[src/rtl/uart_apb_sequencer.sv]
// uart_apb_sequencer: APB master that programs the UART baud registers, then services RX reads and round-robin TX writes
//
// Ports:
//    PCLK, PRESET           clock, asynchronous active-high reset
//    PSEL, PENABLE, PADDR,  APB master request (registered)
//    PWRITE, PWDATA
//    PRDATA, PREADY         APB slave response
//    TXRDY, RXRDY           UART transmit space / receive byte available
//    req, req_data0/1       level TX requests and their bytes, held until ack
//    ack                    one-cycle pulse on the served requester's bit
//    rx_data, rx_valid      last byte read from the RX register, update strobe
//    init_done              sticky once both configuration writes complete
//    err                    one-cycle pulse when a transfer is abandoned on PREADY timeout
module uart_apb_sequencer #(
   parameter logic [7:0] BAUD_LO  = 8'h0D,
   parameter logic [7:0] BAUD_CFG = 8'h00,
   parameter int         TIMEOUT  = 16
) (
   input  logic       PCLK,
   input  logic       PRESET,
   output logic       PSEL,
   output logic       PENABLE,
   output logic [1:0] PADDR,
   output logic       PWRITE,
   output logic [7:0] PWDATA,
   input  logic [7:0] PRDATA,
   input  logic       PREADY,
   input  logic       TXRDY,
   input  logic       RXRDY,
   input  logic [1:0] req,
   input  logic [7:0] req_data0,
   input  logic [7:0] req_data1,
   output logic [1:0] ack,
   output logic [7:0] rx_data,
   output logic       rx_valid,
   output logic       init_done,
   output logic       err
);
   typedef enum logic [3:0] {
      INIT0_SETUP, INIT0_ACCESS, INIT1_SETUP, INIT1_ACCESS, GAP, IDLE,
      RX_SETUP, RX_ACCESS, TX_SETUP, TX_ACCESS
   } state_t;
   state_t     state, after_gap;
   logic       ptr, grant, in_access, expire, pick;
   logic [7:0] cnt, cnt_nxt;
   assign in_access = state inside {INIT0_ACCESS, INIT1_ACCESS, RX_ACCESS, TX_ACCESS};
   assign cnt_nxt   = cnt + 8'd1;
   assign expire    = in_access && !PREADY && cnt_nxt == 8'(TIMEOUT);
   // both requesting: the pointer decides; otherwise the single active bit
   assign pick      = (req == 2'b11) ? ptr : req[1];
   always_ff @(posedge PCLK or posedge PRESET) begin
      if (PRESET) begin
         state     <= INIT0_SETUP;
         after_gap <= IDLE;
         PSEL      <= 1'b0;
         PENABLE   <= 1'b0;
         PADDR     <= 2'b00;
         PWRITE    <= 1'b0;
         PWDATA    <= 8'h00;
         ack       <= 2'b00;
         rx_data   <= 8'h00;
         rx_valid  <= 1'b0;
         init_done <= 1'b0;
         err       <= 1'b0;
         ptr       <= 1'b0;
         grant     <= 1'b0;
         cnt       <= 8'h00;
      end else begin
         ack      <= 2'b00;
         rx_valid <= 1'b0;
         err      <= 1'b0;
         case (state)
            INIT0_SETUP, INIT1_SETUP, RX_SETUP, TX_SETUP: begin
               // PSEL is low here only in the first cycle after reset: launch the first init write
               if (!PSEL) begin
                  PSEL   <= 1'b1;
                  PWRITE <= 1'b1;
                  PADDR  <= 2'b00;
                  PWDATA <= BAUD_LO;
                  cnt    <= 8'h00;
               end else begin
                  PENABLE <= 1'b1;
                  state   <= state == INIT0_SETUP ? INIT0_ACCESS :
                             state == INIT1_SETUP ? INIT1_ACCESS :
                             state == RX_SETUP    ? RX_ACCESS    : TX_ACCESS;
               end
            end
            INIT0_ACCESS, INIT1_ACCESS, RX_ACCESS, TX_ACCESS: begin
               if (PREADY || expire) begin
                  PSEL    <= 1'b0;
                  PENABLE <= 1'b0;
                  state   <= GAP;
               end else
                  cnt <= cnt_nxt;
               if (expire) begin
                  // abandoned: init steps retry themselves, TX/RX leave the pointer alone
                  err       <= 1'b1;
                  after_gap <= state == INIT0_ACCESS ? INIT0_SETUP :
                               state == INIT1_ACCESS ? INIT1_SETUP : IDLE;
               end else if (PREADY) begin
                  after_gap <= state == INIT0_ACCESS ? INIT1_SETUP : IDLE;
                  if (state == INIT1_ACCESS)
                     init_done <= 1'b1;
                  if (state == RX_ACCESS) begin
                     rx_data  <= PRDATA;
                     rx_valid <= 1'b1;
                  end
                  if (state == TX_ACCESS) begin
                     ack[grant] <= 1'b1;
                     ptr        <= ~grant;
                  end
               end
            end
            GAP: begin
               state <= after_gap;
               if (after_gap != IDLE) begin
                  PSEL   <= 1'b1;
                  PWRITE <= 1'b1;
                  PADDR  <= after_gap == INIT1_SETUP ? 2'b01 : 2'b00;
                  PWDATA <= after_gap == INIT1_SETUP ? BAUD_CFG : BAUD_LO;
                  cnt    <= 8'h00;
               end
            end
            IDLE: begin
               if (RXRDY) begin
                  state  <= RX_SETUP;
                  PSEL   <= 1'b1;
                  PWRITE <= 1'b0;
                  PADDR  <= 2'b11;
                  cnt    <= 8'h00;
               end else if (TXRDY && req != 2'b00) begin
                  state  <= TX_SETUP;
                  PSEL   <= 1'b1;
                  PWRITE <= 1'b1;
                  PADDR  <= 2'b10;
                  PWDATA <= pick ? req_data1 : req_data0;
                  grant  <= pick;
                  cnt    <= 8'h00;
               end
            end
            default: begin
               state   <= IDLE;
               PSEL    <= 1'b0;
               PENABLE <= 1'b0;
            end
         endcase
      end
   end
endmodule
[config.mk]
export PLATFORM = sky130hd
export DESIGN_NAME = uart_apb_sequencer
export DESIGN_NICKNAME = d
export VERILOG_FILES = /design/src/rtl/uart_apb_sequencer.sv
export SDC_FILE = /design/constraint.sdc
export NUM_CORES = 1
export LEC_CHECK = 0
export ABC_AREA = 1
export BUFFER_PORTS_ARGS = -buffer_cell sky130_fd_sc_hd__buf_2
export CAP_MARGIN = 30
export CORE_MARGIN = 2
export CORE_UTILIZATION = 50
export CTS_CLUSTER_SIZE = 12
export DETAILED_ROUTE_END_ITERATION = 12
export GPL_ROUTABILITY_DRIVEN = 0
export MAX_ROUTING_LAYER = met4
export PLACE_DENSITY_LB_ADDON = 0.05
export SLEW_MARGIN = 20
export SYNTH_ARGS = -nofsm -noshare
export SYNTH_HDL_FRONTEND = slang
export SYNTH_SLANG_ARGS = --single-unit
[constraint.sdc]
create_clock -name PCLK -period 2.1 [get_ports PCLK]
set_input_delay 0.315 -clock PCLK [delete_from_list [all_inputs] [get_ports PCLK]]
set_output_delay 0.315 -clock PCLK [all_outputs]
set_load 0.01 [all_outputs]
==> flow_summary.ini <==
[worst_setup_path]
path_common_cell = nand2_1
crit_path_end_kind = register
r2r_end = cnt[2]$_DFFE_PP0P_
r2r-start = cnt[0]$_DFFE_PP0P_
rrSetupSlack_ps = 280
crit_path_start_kind = register
reg2reg_depth = 12
cp.arrival_ps = 2060
worstPathMaxFanout = 8
max_stage_delay_ps = 440
path_class = reg2reg
required_ps = 2340
cp_slowest_cell = dfrtp_1
cp_cell_sequence = ha_1 > nand3_1 > nand2_1 > nand2_1 > nand2_1 > nor2_1 > nand3_2 > nand2_1 > nand2_2 > nand2_2 > nand2_1 > nand2_1

[cts]
root_buffer = clkbuf_8
cts.clk_slew.worst_paths_ps = 90
cts-resized-gates = 0
clock-sinks = 42
holdBufCountCts = 0
cts_htree_levels = 2
post_cts.repair.setup_buffers = 0
cts_tree = done
clk_latency_ps = 300
clock_path_buffers = 2
cts_buffers = 5

[timing]
fmaxAchievable_ghz = 0.548
whs_ps = 131
min_period_ps = 1820
maxSlewViolCount = 0
final.setup.tns_ps = 0
finalCritPeriodShare_pct = 86.8
worst_slew_pin_slew_ps = 535
final.setup_skew_ps = 6.06
hold_viol_final = 0
rsz0062_at_grt = no
max_slew_margin_pct = 64.3
final-setup-viol-count = 0

[place]
dp_hpwl_um = 3520
place_area_um2 = 2560
io_buffers = 56

[global_routing]
gr-total-overflow = 0
grt_max_degree = 43
grt_pass1_vias = 1822
grt_pass1_wl_um = 8220
track_usage_pct = 21.0
antenna_found_initial = 0

[power_and_ir_drop]
p_leak_uw = 0.00151
p_per_area_nw_per_um2 = 1310
vdd_drop_max_mv = 0.509

[synth]
syn_inst = 298
syn-cell-area_um2 = 2220
synth.area.top_cells = dfrtp_1, nand2_1, inv_1
synth_seq_cells = 42
synth.largest_area_cell = dfrtp_1
synth.distinct_cells = 31
syn_nets = 331
yosysSeqAreaShare_pct = 47.4
synth_area_per_cell_um2 = 7.45
yosys_warnings = 0
yosysTopAreaCellShare_pct = 46.2

[final_layout]
area_growth_pct = 20.1
final_common_cell = nand2_1
multiInputGateArea_um2 = 1040
nets = 393
design_area_um2 = 2670
nFillCells = 429
drive_gt1_share_pct = 26.0
final_cell_mix = nand2_1, buf_2, dfrtp_1
regArea_um2 = 1050
num_antenna_cells = 0

[detailed_routing]
vias = 1977
wl_per_cell_um = 11.3
ant_nets = 0
vias_per_cell = 4.79
firstDrtPassIters = 4
drc = 0
drt_iter0_drc = 82
wirelength_um = 4650

[die]
fp.dieH_um = 70.6
die_w_um = 70.6
core-area_um2 = 4320
rows = 24
io_pins = 57
initial_core_util_pct = 51.3
die_area_um2 = 4990

[run]
max_cap_violations = 0

[hold_path]
hp-class = in2async

[run_status]
outcome = finished, final reports clean
## where the power goes
group | internal (uW) | switching (uW) | total (uW)
clock | 247 | 312 | 558
combinational | 592 | 1080 | 1680
sequential | 1090 | 172 | 1270
total | 1930 | 1570 | 3500
## per-layer routing
layer / up-vias / wire length [um] / track usage (%)
met5: - / 0 / -
met3: 6 / 162 / 3.56
li1: 1051 / - / -
met2: 28 / 2300 / 34.4
met1: 892 / 2120 / 27.2
met4: 0 / 60 / 5.66
## final cells by class
type                            count  share of cell area (%)
Inverter                           32                    4.51
Sequential cell                    42                    39.5
Tap cell                           52                    2.44
Clock buffer                        5                    2.58
Clock inverter                      3                   0.986
Timing Repair Buffer               58                    11.1
Multi-Input combinational cell    221                    38.9
## synth_stat cells (all sizes together)
library cell / n
buf: 3
nand3: 17
dfstp: 1
nor2: 21
or2: 2
clkinv: 1
ha: 2
xnor2: 1
inv: 31
nor3: 2
a21oi: 11
o21ai: 11
dfrtp: 41
o21a: 1
o211ai: 1
o21bai: 2
nand4: 4
nand2: 146
## worst max-delay path, delay by kind of cell (launching register included)
| kind | cells | cell delay, ps |
|---|---|---|
| AND/OR/NAND/NOR | 11 | 1070 |
| flip-flops | 1 | 440 |
| adder cells (fa/ha/maj) | 1 | 260 |
## worst max-delay path by stage
| stage | start | endpoint | slack, ps |
|---|---|---|---|
| 4_1_cts | cnt[1]$_DFFE_PP0P_ | cnt[6]$_DFFE_PP0P_ | 100 |
| 3_5_place_dp | cnt[1]$_DFFE_PP0P_ | cnt[6]$_DFFE_PP0P_ | 130 |
| 2_1_floorplan | cnt[0]$_DFFE_PP0P_ | state[0]$_DFFE_PP0P_ | 450 |
| 6_report | cnt[0]$_DFFE_PP0P_ | cnt[2]$_DFFE_PP0P_ | 280 |
| 3_3_place_gp | cnt[1]$_DFFE_PP0P_ | cnt[6]$_DFFE_PP0P_ | 180 |
| 5_1_grt | cnt[0]$_DFFE_PP0P_ | cnt[2]$_DFFE_PP0P_ | 4 |
## through the flow
stage / std cells / total power [uW] / util, % / worst slack, ps
finish: 413 / 3500 / 61.6 / 276
global route: 413 / 3840 / 61.6 / 3.53
CTS: 413 / 3520 / 61.3 / 99.9
detailed placement: 405 / 2950 / 59.1 / 131
global placement: 405 / 2940 / 59.1 / 182
floorplan: 298 / 2510 / - / 453
## kinds of logic after synthesis
| kind of cell | after synthesis | synth area share, % |
|---|---|---|
| flip-flops | 42 | 47.4 |
| AND/OR/NAND/NOR | 192 | 38.1 |
| adder cells (fa/ha/maj) | 2 | 1.13 |
| buffers and inverters | 35 | 6.48 |
| XOR/XNOR | 1 | 0.395 |
| AO/OA/AOI/OAI | 26 | 6.48 |
## sequential cells by signal, summed over array words and instances (netlist names), 2 cells and up
signal     cells
PADDR          2
PWDATA         8
ack            2
after_gap      2
cnt            8
rx_data        8
state          4
Note: power is estimated with default switching activity, not from simulation.
